`src/rtl/fifo2sl_core.sv`:
```
// fifo2sl_core: core-clock end of the APB/async-FIFO bridge.
// Pops {mod,data} commands, drives the SL transmitter, and pushes
// echoes, received words and status bytes back toward APB.
// Ports: clk, reset (async, active-high); cmd_fifo_* pop side;
// rsp_fifo_* push side; tx_* transmitter; rx_* receiver;
// config_out / channel_out applied registers.
// Optional: define SL_LOOPBACK_EN so config_out[LOOPBACK_BIT]
// routes data commands into the rx buffer instead of the
// transmitter.
module fifo2sl_core #(
  parameter int CONFIG_REG_WIDTH  = 16,
  parameter int CHANNEL_REG_WIDTH = 2,
  parameter int LOOPBACK_BIT      = 15
) (
  input  logic                         clk,
  input  logic                         reset,
  input  logic                         cmd_fifo_empty,
  input  logic [33:0]                  cmd_fifo_data,
  output logic                         cmd_fifo_inc,
  input  logic                         rsp_fifo_full,
  output logic [33:0]                  rsp_fifo_data,
  output logic                         rsp_fifo_inc,
  output logic [31:0]                  tx_data,
  output logic                         tx_start,
  input  logic                         tx_busy,
  input  logic [31:0]                  rx_data,
  input  logic                         rx_valid,
  input  logic                         rx_err,
  output logic [CONFIG_REG_WIDTH-1:0]  config_out,
  output logic [CHANNEL_REG_WIDTH-1:0] channel_out
);

  localparam logic [1:0] M_CFG  = 2'd0;
  localparam logic [1:0] M_DATA = 2'd1;
  localparam logic [1:0] M_STAT = 2'd2;
  localparam logic [1:0] M_CHAN = 2'd3;

  typedef enum logic [3:0] {
    C_IDLE = 4'b0001,
    C_DEC  = 4'b0010,
    C_ECHO = 4'b0100,
    C_TX   = 4'b1000
  } state_t;

  state_t      state;
  logic [33:0] cmd_q;
  logic        pop_hold;

  logic [31:0] rx_buf;
  logic        rx_full;
  logic        rx_ovf;
  logic        rx_err_s;
  logic [7:0]  last_status;

  logic [7:0]  status;
  logic        echo_req;
  logic        stat_req;
  logic        can_push;
  logic        gnt_echo;
  logic        gnt_rx;
  logic        gnt_stat;
  logic [31:0] echo_val;
  logic        lb_hit;

  assign status   = {4'b0, rx_err_s, rx_ovf, rx_full, tx_busy};
  assign echo_req = (state == C_ECHO);
  assign stat_req = (status != last_status);
  // a push cycle blocks the next one so the full flag can settle
  assign can_push = !rsp_fifo_full && !rsp_fifo_inc;
  assign gnt_echo = can_push && echo_req;
  assign gnt_rx   = can_push && !echo_req && rx_full;
  assign gnt_stat = can_push && !echo_req && !rx_full
                    && stat_req;

  assign echo_val = (cmd_q[33:32] == M_CFG)
                    ? 32'(config_out) : 32'(channel_out);

`ifdef SL_LOOPBACK_EN
  assign lb_hit = (state == C_TX) && config_out[LOOPBACK_BIT];
`else
  // loopback bit is an ordinary config bit in this build
  assign lb_hit = 1'b0 & config_out[LOOPBACK_BIT];
`endif

  always_ff @(posedge clk or posedge reset) begin
    if (reset) begin
      state        <= C_IDLE;
      cmd_q        <= '0;
      pop_hold     <= 1'b0;
      cmd_fifo_inc <= 1'b0;
      config_out   <= '0;
      channel_out  <= '0;
      tx_data      <= '0;
      tx_start     <= 1'b0;
    end else begin
      cmd_fifo_inc <= 1'b0;
      tx_start     <= 1'b0;
      pop_hold     <= 1'b0;
      unique case (1'b1)
        (state == C_IDLE): begin
          if (!cmd_fifo_empty && !pop_hold) begin
            cmd_q        <= cmd_fifo_data;
            cmd_fifo_inc <= 1'b1;
            state        <= C_DEC;
          end
        end
        (state == C_DEC): begin
          unique case (cmd_q[33:32])
            M_CFG: begin
              config_out <= cmd_q[CONFIG_REG_WIDTH-1:0];
              state      <= C_ECHO;
            end
            M_CHAN: begin
              channel_out <= cmd_q[CHANNEL_REG_WIDTH-1:0];
              state       <= C_ECHO;
            end
            M_DATA: begin
              tx_data <= cmd_q[31:0];
              state   <= C_TX;
            end
            default: begin
              // discarded word: hold off one cycle so pops
              // stay at least three cycles apart
              pop_hold <= 1'b1;
              state    <= C_IDLE;
            end
          endcase
        end
        (state == C_ECHO): begin
          if (gnt_echo) state <= C_IDLE;
        end
        (state == C_TX): begin
          if (lb_hit) begin
            state <= C_IDLE;
          end else if (!tx_busy) begin
            tx_start <= 1'b1;
            state    <= C_IDLE;
          end
        end
        default: state <= C_IDLE;
      endcase
    end
  end

  always_ff @(posedge clk or posedge reset) begin
    if (reset) begin
      rsp_fifo_inc  <= 1'b0;
      rsp_fifo_data <= '0;
      rx_buf        <= '0;
      rx_full       <= 1'b0;
      rx_ovf        <= 1'b0;
      rx_err_s      <= 1'b0;
      last_status   <= '0;
    end else begin
      rsp_fifo_inc <= 1'b0;
      if (gnt_echo) begin
        rsp_fifo_inc  <= 1'b1;
        rsp_fifo_data <= {cmd_q[33:32], echo_val};
      end else if (gnt_rx) begin
        rsp_fifo_inc  <= 1'b1;
        rsp_fifo_data <= {M_DATA, rx_buf};
        rx_full       <= 1'b0;
      end else if (gnt_stat) begin
        rsp_fifo_inc  <= 1'b1;
        rsp_fifo_data <= {M_STAT, 24'b0, status};
        last_status   <= status;
        rx_ovf        <= 1'b0;
        rx_err_s      <= 1'b0;
      end
      // arrivals come after the grant so set events win;
      // rx_full is still 1 in the push cycle, so a word
      // arriving then is dropped
      if (rx_valid || lb_hit) begin
        if (rx_full || (rx_valid && lb_hit)) rx_ovf <= 1'b1;
        if (!rx_full) begin
          rx_full <= 1'b1;
          rx_buf  <= lb_hit ? tx_data : rx_data;
        end
      end
      if (rx_err) rx_err_s <= 1'b1;
    end
  end

endmodule

```
`config.mk`:
```
export PLATFORM = sky130hd
export DESIGN_NAME = fifo2sl_core
export DESIGN_NICKNAME = d
export VERILOG_FILES = /design/src/rtl/fifo2sl_core.sv
export SDC_FILE = /design/constraint.sdc
export NUM_CORES = 1
export LEC_CHECK = 0
export BUFFER_PORTS_ARGS = -buffer_cell sky130_fd_sc_hd__buf_4
export CORE_UTILIZATION = 33
export CTS_BUF_LIST = sky130_fd_sc_hd__clkbuf_16
export DETAILED_ROUTE_END_ITERATION = 8
export GPL_ROUTABILITY_DRIVEN = 0
export PLACE_DENSITY = 0.53
export SLEW_MARGIN = 20
export SYNTH_ARGS = -nofsm -noshare
export SYNTH_HDL_FRONTEND = slang
export SYNTH_SLANG_ARGS = --single-unit
```
`constraint.sdc`:
```
create_clock -name clk -period 17.6 [get_ports clk]
set_clock_uncertainty 0.1 [all_clocks]
set_input_delay 3.52 -clock clk [delete_from_list [all_inputs] [get_ports clk]]
set_output_delay 3.52 -clock clk [all_outputs]
set_load 0.03 [all_outputs]
```
==> flow_metrics.env <==
export IMPL_path_class="input port to flop"
export IMPL_postCtsHoldBufs=0
export IMPL_fin_nets=677
export IMPL_die_width_microns=142.3
export IMPL_yosys_warnings=0
export IMPL_postSynth_asyncResetShare_pct=100.0
export IMPL_vias=4127
export IMPL_clkTransAtPathRegs_ps=70
export IMPL_reg2reg_depth=5
export IMPL_antennaDiodeCount=0
export IMPL_io_pins=160
export IMPL_root_buffer="clkbuf_16"
export IMPL_multi_input_area_sq_mm=0.002183
export IMPL_first_global_vias=4286
export IMPL_status="finished, final reports clean"
export IMPL_setup_viol=0
export IMPL_p_int_uw=1053
export IMPL_period_minus_slack_ps=5316
export IMPL_power_density_mw_per_mm2=197.5
export IMPL_fmax_mhz=188.1
export IMPL_syn_mean_instance_area_sq_um=14.70
export IMPL_p_seq_share_pct=40.2
export IMPL_worstPathRequired_ps=17810
export IMPL_coreArea_sq_mm=0.01902
export IMPL_syn_inst=442
export IMPL_drv_cap=0
export IMPL_synth_edff_count=0
export IMPL_path_max_fanout=30
export IMPL_period_share_pct=30.20
export IMPL_die_h_microns=142.3
export IMPL_routed_wl_microns=15020
export IMPL_rsz0062_at_grt="no"
export IMPL_cts_sinks=165
export IMPL_switching_share_pct=37.11
export IMPL_rows=50
export IMPL_grt_max_degree=93
export IMPL_finalHoldViolCount=0
export IMPL_cp_arrival_ps=5530
export IMPL_startpoint_type="input port"
export IMPL_max_slew_margin_pct=33.18
export IMPL_hold_path_depth=1
export IMPL_final_antenna_net_count=0
export IMPL_wire_per_inst_microns=17.20
export IMPL_synth_cell_area_sq_mm=0.006496
export IMPL_syn_to_final_growth_pct=30.53
export IMPL_pre_cts_slack_ps=11490
export IMPL_p_total_uw=1674
export IMPL_grt_pass1_wl_microns=24010
export IMPL_combPwrFrac_pct=39.4
export IMPL_cts_resized=0
export IMPL_cts_tree="done"
export IMPL_hpwl_microns=10310
export IMPL_synth_seq_area_share_pct=63.58
export IMPL_pwr_share_clk_pct=20.5
export IMPL_grt_usage_pct=15.67
export IMPL_cts_buffers_inserted=17
export IMPL_fin_setup_tns_ps=0
export IMPL_cts_buffer_depth=2
export IMPL_gr_total_overflow=0
export IMPL_layout_setup_ws_ps=12280
export IMPL_first_pass_iters=4
export IMPL_drive_gt1_share_pct=51.88
export IMPL_antenna_found_initial=0
export IMPL_hold_class="flop to flop"
export IMPL_switchingPower_uw=621.4
export IMPL_viasPerCell=4.727
export IMPL_io_buffers=159
export IMPL_yosysUniqueCellTypes=44
export IMPL_postCtsSetupBuffers=0
export IMPL_clock_latency_ps=420
export IMPL_die_area_sq_mm=0.02025
export IMPL_synth_seq_cells=165
export IMPL_end_kind="flop"
export IMPL_worstMarginPinSlew_ps=1000
export IMPL_synth_flop_cell="dfrtp_1"
export IMPL_maxSlewViolCount=0
export IMPL_vdd_ir_drop_max_mv=0.08600
export IMPL_seq_area_sq_mm=0.004130
export IMPL_synth_nets=519
export IMPL_cts_htree_levels=4
export IMPL_power_leakage_uw=0.003989
export IMPL_utilization_pct=44.59
export IMPL_fill_cells=1795
export IMPL_start_util_pct=34.16
export IMPL_drc=0
export IMPL_drtIter0Drc=187
-- through the flow --
stage | area (sq um) | cells | hold WS [ps]
final | 8479 | 873 | 394.7
after global routing | 8479 | 873 | 406.9
after CTS | 8478 | 873 | 396.6
after detailed placement | 7938 | 841 | 382.9
after global placement | 7938 | 841 | 373.4
after floorplan | 6496 | 442 | 353.9
-- sequential cells by signal (all words and copies together), names as in the netlist --
name	count
cmd_q	34
rsp_fifo_data	34
rx_buf	32
tx_data	32
config_out	16
last_status	4
state	4
channel_out	2
cmd_fifo_inc	1
pop_hold	1
rsp_fifo_inc	1
rx_err_s	1
rx_full	1
rx_ovf	1
tx_start	1
-- final cells by class --
type / count / area share (%)
flip-flops and latches: 165 / 48.71
repair buffers: 163 / 14.43
well taps: 260 / 3.837
clock inverters: 15 / 1.358
inverters: 19 / 0.9001
multi-input cells: 234 / 25.75
clock buffers: 17 / 5.017
-- synthesized netlist by cell type, types with 6 or more instances --
cell type  instances  area [sq um]
a221o_1           12         120.1
a22o_1            18         157.7
buf_2              6         30.03
clkbuf_1           9         33.78
dfrtp_1          164          4104
inv_1             19         71.32
mux2_2           118          1329
nand2_1           11         41.29
nand3_1            6         30.03
nor2_1            19         71.32
o21ai_0            6         30.03
-- final timing paths --
check | start | end | slack (ps)
worst max register to register | rx_err_s | rsp_fifo_data[1] | 15010
worst min register to register | rx_buf[16] | rsp_fifo_data[16] | 390
worst min-delay path | rx_buf[16] | rsp_fifo_data[16] | 390
max in group asynchronous | reset | rx_buf[19] | 12740
worst max-delay path | tx_busy | rsp_fifo_data[1] | 12280
min in group asynchronous | reset | rsp_fifo_data[21] | 3170
-- logic make-up (layout without fill, tap and decap cells) --
logic type / count (synthesis) / in the layout / synth area share (%)
xor+xnor: 4 / 4 / 0.5394
buf+inv: 43 / 214 / 3.024
simple gates: 52 / 52 / 4.430
mux: 120 / 120 / 20.76
flops: 165 / 165 / 63.58
fa+ha+maj: 4 / 4 / 0.7704
compound gates: 54 / 54 / 6.896
-- metal layers --
layer	global-route usage, %	wire length [microns]
met1	21.08	6898
met2	22.65	6583
met3	6.830	1381
met4	4.754	156
met5	0	0
-- worst max-delay path, stage by stage --
cell	delay [ps]
buf_4	140
xor2_1	150
nor4_1	490
a21o_2	670
inv_1	230
mux2_2	320
-- cells in the final DEF (no fill, tap or decap), types with 2 or more instances in the layout --
master and count:
nand3_1 6, clkbuf_16 17, a2bb2oi_1 2, inv_6 3
nor2_1 19, ha_1 4, a22o_1 18, o41a_1 2
o22a_1 2, dfrtp_1 164, inv_1 19, a21oi_1 4
clkinv_1 4, mux2i_1 2, a221o_1 12, buf_4 163
xor2_1 3, clkinv_4 3, mux2_2 118, clkinv_2 3
o21ai_0 6, nand2_1 11, nor3_1 2
-- power by group through the flow --
stage               clock network (uW)  registers (uW)  logic, uW
finish                             342             673        659
global route                       371             699        704
CTS                                353             675        668
detailed placement                   0             680        666
global placement                     0             672        654
floorplan                            0             808        297
(Power assumes the default switching activity.)
